[src/rtl/dac_cal_pipeline.sv]
// Calibrated multi-channel DAC code pipeline: two-point per-channel
// calibration, rounded restoring division, saturation to DAC range.
module dac_cal_pipeline #(
  parameter int N            = 16,
  parameter int M            = 12,
  parameter int NCH          = 2,
  parameter int CHW          = (NCH > 1) ? $clog2(NCH) : 1,
  parameter int FULL_SCALE   = 25000,
  parameter int DAC_ZERO_DEF = 2048,
  parameter int DAC_FS_DEF   = 1
) (
  input  logic           clk,
  input  logic           reset,
  input  logic           in_valid,
  output logic           in_ready,
  input  logic [CHW-1:0] in_ch,
  input  logic [N-1:0]   in_volts,
  output logic           out_valid,
  input  logic           out_ready,
  output logic [CHW-1:0] out_ch,
  output logic [M-1:0]   out_word,
  output logic           out_sat,
  input  logic           cal_we,
  input  logic [CHW-1:0] cal_ch,
  input  logic           cal_sel,
  input  logic [M-1:0]   cal_data
);

  localparam int K  = N + M + 1;
  localparam int CW = $clog2(K);
  localparam logic [CW-1:0] KLAST = CW'(K - 1);
  localparam logic [K-1:0]  HALF  = K'(FULL_SCALE / 2);
  localparam logic [K:0]    FSW   = (K+1)'(FULL_SCALE);
  localparam logic signed [K+1:0] MAXC = (K+2)'((1 << M) - 1);

  typedef enum logic [2:0] {
    IDLE, MULT, DIV, ADJ, OUT
  } state_t;

  state_t state;

  logic [M-1:0]   zero_r [NCH];
  logic [M-1:0]   fs_r   [NCH];
  logic [M-1:0]   zsel, fsel;

  logic [CHW-1:0] s_ch;
  logic [N-1:0]   s_volts;
  logic [M-1:0]   s_zero, s_fs;
  logic           sgn;
  logic [K-1:0]   a_sh, rem, q;
  logic [CW-1:0]  cnt;

  logic signed [M:0]   slope;
  logic signed [K-1:0] slope_x, volts_x, prod;
  logic [K-1:0]        mag, a_in;
  logic [K:0]          rem_sh, diff;
  logic [K-1:0]        rem_nx;
  logic signed [K+1:0] dq, dd, r;
  logic                neg, hi;

  assign in_ready = (state == IDLE);

  always_comb begin
    zsel = zero_r[0];
    fsel = fs_r[0];
    for (int i = 0; i < NCH; i++) begin
      if (in_ch == CHW'(i)) begin
        zsel = zero_r[i];
        fsel = fs_r[i];
      end
    end
  end

  assign slope   = $signed({1'b0, s_fs}) - $signed({1'b0, s_zero});
  assign slope_x = {{(K-M-1){slope[M]}}, slope};
  assign volts_x = {{(K-N){s_volts[N-1]}}, s_volts};
  assign prod    = slope_x * volts_x;
  assign mag     = prod[K-1] ? -prod : prod;
  assign a_in    = mag + HALF;

  // Borrow out of the trial subtraction doubles as the quotient bit.
  assign rem_sh = {rem, a_sh[K-1]};
  assign diff   = rem_sh - FSW;
  assign rem_nx = diff[K] ? rem_sh[K-1:0] : diff[K-1:0];

  assign dq  = $signed({2'b00, q});
  assign dd  = sgn ? -dq : dq;
  assign r   = dd + $signed({{(K+2-M){1'b0}}, s_zero});
  assign neg = r[K+1];
  assign hi  = !neg && (r > MAXC);

  always_ff @(posedge clk) begin
    if (reset) begin
      state     <= IDLE;
      out_valid <= 1'b0;
      out_word  <= '0;
      out_ch    <= '0;
      out_sat   <= 1'b0;
      for (int i = 0; i < NCH; i++) begin
        zero_r[i] <= M'(DAC_ZERO_DEF);
        fs_r[i]   <= M'(DAC_FS_DEF);
      end
    end else begin
      if (cal_we) begin
        for (int i = 0; i < NCH; i++) begin
          if (cal_ch == CHW'(i)) begin
            if (cal_sel) fs_r[i]   <= cal_data;
            else         zero_r[i] <= cal_data;
          end
        end
      end
      unique case (state)
        IDLE: begin
          if (in_valid) begin
            s_ch    <= in_ch;
            s_volts <= in_volts;
            s_zero  <= zsel;
            s_fs    <= fsel;
            state   <= MULT;
          end
        end
        MULT: begin
          sgn   <= prod[K-1];
          a_sh  <= a_in;
          rem   <= '0;
          q     <= '0;
          cnt   <= '0;
          state <= DIV;
        end
        DIV: begin
          a_sh <= a_sh << 1;
          rem  <= rem_nx;
          q    <= {q[K-2:0], ~diff[K]};
          if (cnt == KLAST) state <= ADJ;
          else              cnt   <= cnt + 1'b1;
        end
        ADJ: begin
          out_ch    <= s_ch;
          out_sat   <= neg | hi;
          out_word  <= neg ? '0 : (hi ? '1 : r[M-1:0]);
          out_valid <= 1'b1;
          state     <= OUT;
        end
        OUT: begin
          if (out_ready) begin
            out_valid <= 1'b0;
            state     <= IDLE;
          end
        end
        default: state <= IDLE;
      endcase
    end
  end

endmodule

[config.mk]
export PLATFORM = sky130hd
export DESIGN_NAME = dac_cal_pipeline
export DESIGN_NICKNAME = d
export VERILOG_FILES = /design/src/rtl/dac_cal_pipeline.sv
export SDC_FILE = /design/constraint.sdc
export NUM_CORES = 1
export LEC_CHECK = 0
export ABC_AREA = 1
export BUFFER_PORTS_ARGS = -buffer_cell sky130_fd_sc_hd__buf_4
export CAP_MARGIN = 20
export CORE_MARGIN = 10
export CORE_UTILIZATION = 35
export DETAILED_ROUTE_END_ITERATION = 6
export PLACE_DENSITY = 0.47
export SLEW_MARGIN = 30
export SYNTH_ARGS = -nofsm -noshare
export SYNTH_HDL_FRONTEND = slang
export SYNTH_SLANG_ARGS = --single-unit
export TNS_END_PERCENT = 10
[constraint.sdc]
create_clock -name clk -period 15.7 [get_ports clk]
set_input_delay 1.57 -clock clk [delete_from_list [all_inputs] [get_ports clk]]
set_output_delay 1.57 -clock clk [all_outputs]
set_load 0.01 [all_outputs]
[Yosys cells after proc, flatten, opt, wreduce, memory -nomap -nowiden]
Memory sizes are Yosys's and may differ from the RTL's.
Index checks and enable logic that the tools add are counted.
W data, S select, Z words.
Storage, ports and cells
  output and inout bits: 16
  bits of input ports: 36
  register bits after elaboration: 152
  logic and storage cells: 94
  memory bits (writable): 48
  memories: 2
Memories
  fs_r: depth 2, bits a word 12, read ports 2, clocked after memory_dff 0, write ports 2, RTL line 43  | logic [M-1:0] fs_r [NCH];
  zero_r: depth 2, bits a word 12, read ports 2, clocked after memory_dff 0, write ports 2, RTL line 42  | logic [M-1:0] zero_r [NCH];
Cells by class
  equal/unequal tests: 9
  multipliers: 1
  $lt $le $gt $ge: 1
  add/sub/neg operators: 7
  muxes and demuxes: 42
  bitwise operators: 7
  reduce and logical (&&, ||, !) cells: 11
Operators with widths (number)
  $pmux W29 S2: 3
  $mux W12: 8
  $mux W29: 2
  $add A31 B13 Y31: 1
  $gt A31 B13 Y1 const B: 1
  $mux W31: 1
  $neg A29 Y31: 1
  $sub A30 B15 Y30 const B: 1
  $add A29 B14 Y29 const B: 1
  $mul A13 B16 Y29: 1
  $neg A29 Y29: 1
  $mux W1: 21
  $pmux W3 S5: 1
  $sub A12 B12 Y13: 1
  $pmux W5 S2: 1
  $mux W3: 3
  $reduce_and A3 Y1: 3
  $ne A2 B2 Y1 const B: 4
  $eq A3 B2 Y1 const B: 2
  $reduce_and A2 Y1: 3
  $add A5 B1 Y5 const B: 1
  $eq A5 B5 Y1 const B: 1
  $mux W5: 1
  $or A1 B1 Y1: 5
  other kinds (8): 10

[Logic depth before layout (Yosys ltp)]
  depth in word-level cells: 7
  depth in mapped cells: 58

[Worst setup path after synthesis]
No wires, ideal clock.
  kind: register -> register
  start point: register s_zero[0]
  end point: register a_sh[28], data pin
  buffers on the path: 2
  clock period less this slack: 8396 ps
  library setup time: 252 ps
  arrival time: 8144 ps
  path slack: 7304 ps
  cell stages (with the launch flop): 57
  cell sequence: edfxtp_1 > ha_1 > fa_1 > nand3b_1 > nand2_1 > a21oi_1 > o21bai_1 > nand2_1 > nand2_1 > nand2_1 > nand2_1 > nand2_1 > nand2_1 > a21oi_1 > inv_1 > nand2_1 > nand2_1 > a21oi_1 > [... 21 more ...] > nand2_4 > nand2_4 > buf_8 > o21ai_1 > inv_1 > ha_1 > inv_1 > nand2_1 > nand2_1 > nand2_1 > nand2_4 > nand2_2 > nand2_1 > nor2_1 > nand3_1 > nand2_1 > nand2_1 > nand2_1
On the way
  cells in the longest elaborated chain, start to end: 6
Ends and longest elaborated chain
  from (decl): RTL line 48  | logic [M-1:0] s_zero, s_fs;
  from (signal assigned): RTL line 117  | s_zero <= zsel;
  $sub A12 B12 Y13 *: RTL line 74  | assign slope = $signed({1'b0, s_fs}) - $signed({1'b0, s_zero});
  $mul A13 B16 Y29 *: RTL line 77  | assign prod = slope_x * volts_x;
  $neg A29 Y29: RTL line 78  | assign mag = prod[K-1] ? -prod : prod;
  $mux W29 *: RTL line 78
  $add A29 B14 Y29 *: RTL line 79  | assign a_in = mag + HALF;
  $pmux W29 S2 *: RTL line 112  | unique case (state)
  to (signal assigned): RTL line 124  | a_sh <= a_in;
  to (signal assigned): RTL line 131  | a_sh <= a_sh << 1;
  to (decl): RTL line 50  | logic [K-1:0] a_sh, rem, q;
Mark *: on every way between the ends. The rest lies on a longest branch, timed or not.
A chain may end at the register's enable or synchronous reset.

[Worst setup path in the final report]
Same ends and word-level chain as after synthesis.

==> impl_metrics.yaml <==
run_status:
  status: "completed"
global_routing:
  overflow: 0
  grt_pass1_vias: 16700
  top_usage_layer: "met2"
  grt_pass1_wl_um: 90010
  gr-usage-met1_pct: 22.03
  grtUsageMet3_pct: 2.658
  grt_util_all_layers_pct: 16.17
  antenna_found_initial: 0
  met2_usage_pct: 25.90
  grt_max_degree: 68
setup_path:
  max_stage_delay_ns: 0.57
  reg2reg_to: "a_sh[28]"
  cp_slowest_cell: "fa_1"
  crit_path_max_fanout: 47
  crit_start: "s_zero[0]"
  critPathLaunchType: "register"
  critical_path_buf_inv_count: 8
  end_kind: "register"
  crit_top_cell: "nand2_1"
  rr_startpoint: "s_zero[0]"
  crit_required_ns: 15.94
  r2r_slack_ns: 6.21
  critPathTopFamily: "adder cells"
  critPathArrivalTime_ns: 9.74
  path_class: "register to register"
  reg2reg_depth: 54
  worst-path-stages: 54
timing:
  fin_skew_ns: 0.03300
  fin_crit_sh_pct: 60.46
  max_freq_mhz: 105.3
  worst_pin_slew_ns: 0.9456
  finalMaxSlewViolations: 0
  hold_violations: 0
  slew_headroom_pct: 36.47
  setup-violations-final: 0
  rsz0062_at_grt: "false"
  min_period_ns: 9.493
  setup_tns_ns: 0
routing:
  vias: 16680
  wl_per_cell_um: 15.92
  detail_route.vias_per_cell: 4.785
  drtAntennaViolNets: 0
  routed_wl_um: 55480
  remaining_drc_errors: 0
  dr.pass1.iters: 5
  first_iter_violations: 988
cells_and_area:
  drive_gt1_share_pct: 7.817
  post-route-cell-area_sq_mm: 0.02263
  flow.area_growth_from_synthesis_pct: 9.174
  final_util_pct: 38.49
  nFillCells: 6157
  n_antenna_cell: 0
  nNetsFinal: 3035
floorplanning:
  start_util_pct: 35.26
  rows: 89
  die_h_um: 263.4
  top_level_ports: 52
  dieArea_sq_mm: 0.06936
  dieWidth_um: 263.4
  coreArea_sq_mm: 0.05880
logic_synthesis:
  synthesis.area_sq_mm: 0.02073
  ys_seq_area_share_pct: 28.10
  ys_warn_count: 0
  avgSynthCellArea_sq_um: 7.755
  syn_inst: 2673
  syn_nets: 3009
  ys_ff_latch: 200
  synth.distinct_cells: 55
worst_hold_path:
  hold_path.class: "register to register"
  hp-start: "out_valid"
  worst_hold_path.num_cells: 2
  hold_end: "out_valid"
clock_tree:
  clk_latency_ns: 0.51
  clockBufferDepth: 2
  cts_buffers: 17
  cts_root_buffer: "clkbuf_16"
  hold_buffers: 0
  cts_resized: 0
  clk_pin_slew_worst_paths_ns: 0.09
  cts_max_level: 4
  clock-sinks: 200
  tritoncts: "built"
  postCtsSetupBuffers: 0
place:
  dpl.hpwl_um: 44920
  place_area_sq_mm: 0.02194
  gp_congestion: 0.8921
  port_buffers: 51
run:
  cap_viol_max_count: 0
[cell families (layout without fill, tap and decap cells)]
| family | count (synthesis) | after routing | synth area share, % |
|---|---|---|---|
| buf+inv | 553 | 592 | 10.21 |
| mux | 24 | 24 | 1.304 |
| xor+xnor | 43 | 43 | 1.907 |
| compound gates | 171 | 171 | 4.678 |
| flops | 200 | 200 | 28.10 |
| fa+ha+maj | 300 | 300 | 25.28 |
| simple gates | 1382 | 1382 | 28.52 |
[registers in the layout (all words and copies together), names as in the netlist]
name	count
zero_r	24
out_word	12
s_zero	12
s_ch	1
out_sat	1
s_fs	12
cnt	5
out_valid	1
state	3
out_ch	1
a_sh	29
sgn	1
rem	29
fs_r	24
s_volts	16
q	29
[layout by cell type, fill, tap and decap left out, types with 32 or more instances in the layout]
master	count
xor2_1	32
buf_4	62
o21ai_0	55
nand2_1	717
nand4_1	43
a21oi_1	80
nand3_1	159
fa_1	198
inv_1	484
nor2_1	340
ha_1	102
edfxtp_1	182
[synthesized netlist by cell type, drive strengths merged]
cell type    n  area (sq um)
nand2      745          2902
inv        492          1847
nor2       352          1379
fa         198          3964
edfxtp     182          5465
nand3      172         933.4
ha         102          1276
a21oi       84         446.7
o21ai       67         365.3
clkbuf      44         165.2
nand4       43         269.0
xor2        33         307.8
nor3        30         160.2
mux2        24         270.3
dfxtp       18         360.4
or2         18         112.6
buf         12         86.32
xnor2       10         87.58
nand3b       8         60.06
a31oi        6         37.54
nor3b        6         45.04
clkinv       5         18.77
nor4         4         25.02
o21bai       4         41.29
o31ai        4         30.03
and2         2         12.51
a211oi       1         7.510
a21o         1         7.510
a311o        1         10.01
and3         1         6.260
o2111ai      1         8.760
o211ai       1         7.510
o21a         1         7.510
or4          1         7.510
[worst reg2reg max path, delay by kind of cell (launching register included)]
kind                     cells  cell delay [ns]
flip-flops                   1             0.43
buffers and inverters        8             0.85
adder cells (fa/ha/maj)     10             4.23
AND/OR/NAND/NOR             31             3.19
AO/OA/AOI/OAI                5             0.53
[how the worst max path moves through the flow]
| stage | end | slack [ns] |
|---|---|---|
| 6_report | a_sh[28] | 6.21 |
| 5_1_grt | a_sh[28] | 5.29 |
| 4_1_cts | a_sh[28] | 6.20 |
| 3_5_place_dp | a_sh[28] | 6.21 |
| 3_3_place_gp | a_sh[28] | 6.37 |
| 2_1_floorplan | a_sh[28] | 7.30 |
[stage by stage]
step / worst slack, ns / cells / hold slack [ns]
after floorplan: 7.304 / 2673 / 0.4475
after CTS: 6.199 / 3484 / 0.4697
after detailed placement: 6.214 / 3452 / 0.4564
after global routing: 5.286 / 3485 / 0.5019
final: 6.207 / 3485 / 0.4659
after global placement: 6.368 / 3452 / 0.4531
[routing by layer]
metal / part of all wire (%) / routed length [um] / up-vias
met5: 0 / 0 / -
met4: 2.1 / 1173 / 0
met3: 3.8 / 2119 / 55
met2: 46 / 25350 / 305
met1: 48 / 26840 / 7917
li1: - / - / 8399
[cell type report]
class	instances	area, sq um	share of cell area, %
clock buffers	17	425.4	1.880
clock inverters	15	235.2	1.039
inverters	497	1866	8.243
multi-input cells	1920	12820	56.65
flip-flops and latches	200	5826	25.74
well taps	773	967.2	4.274
repair buffers	63	493.0	2.178
Power is left out: the tool's default activity adds up to more than one toggle a clock period on the data nets, which glitch-free logic cannot reach.
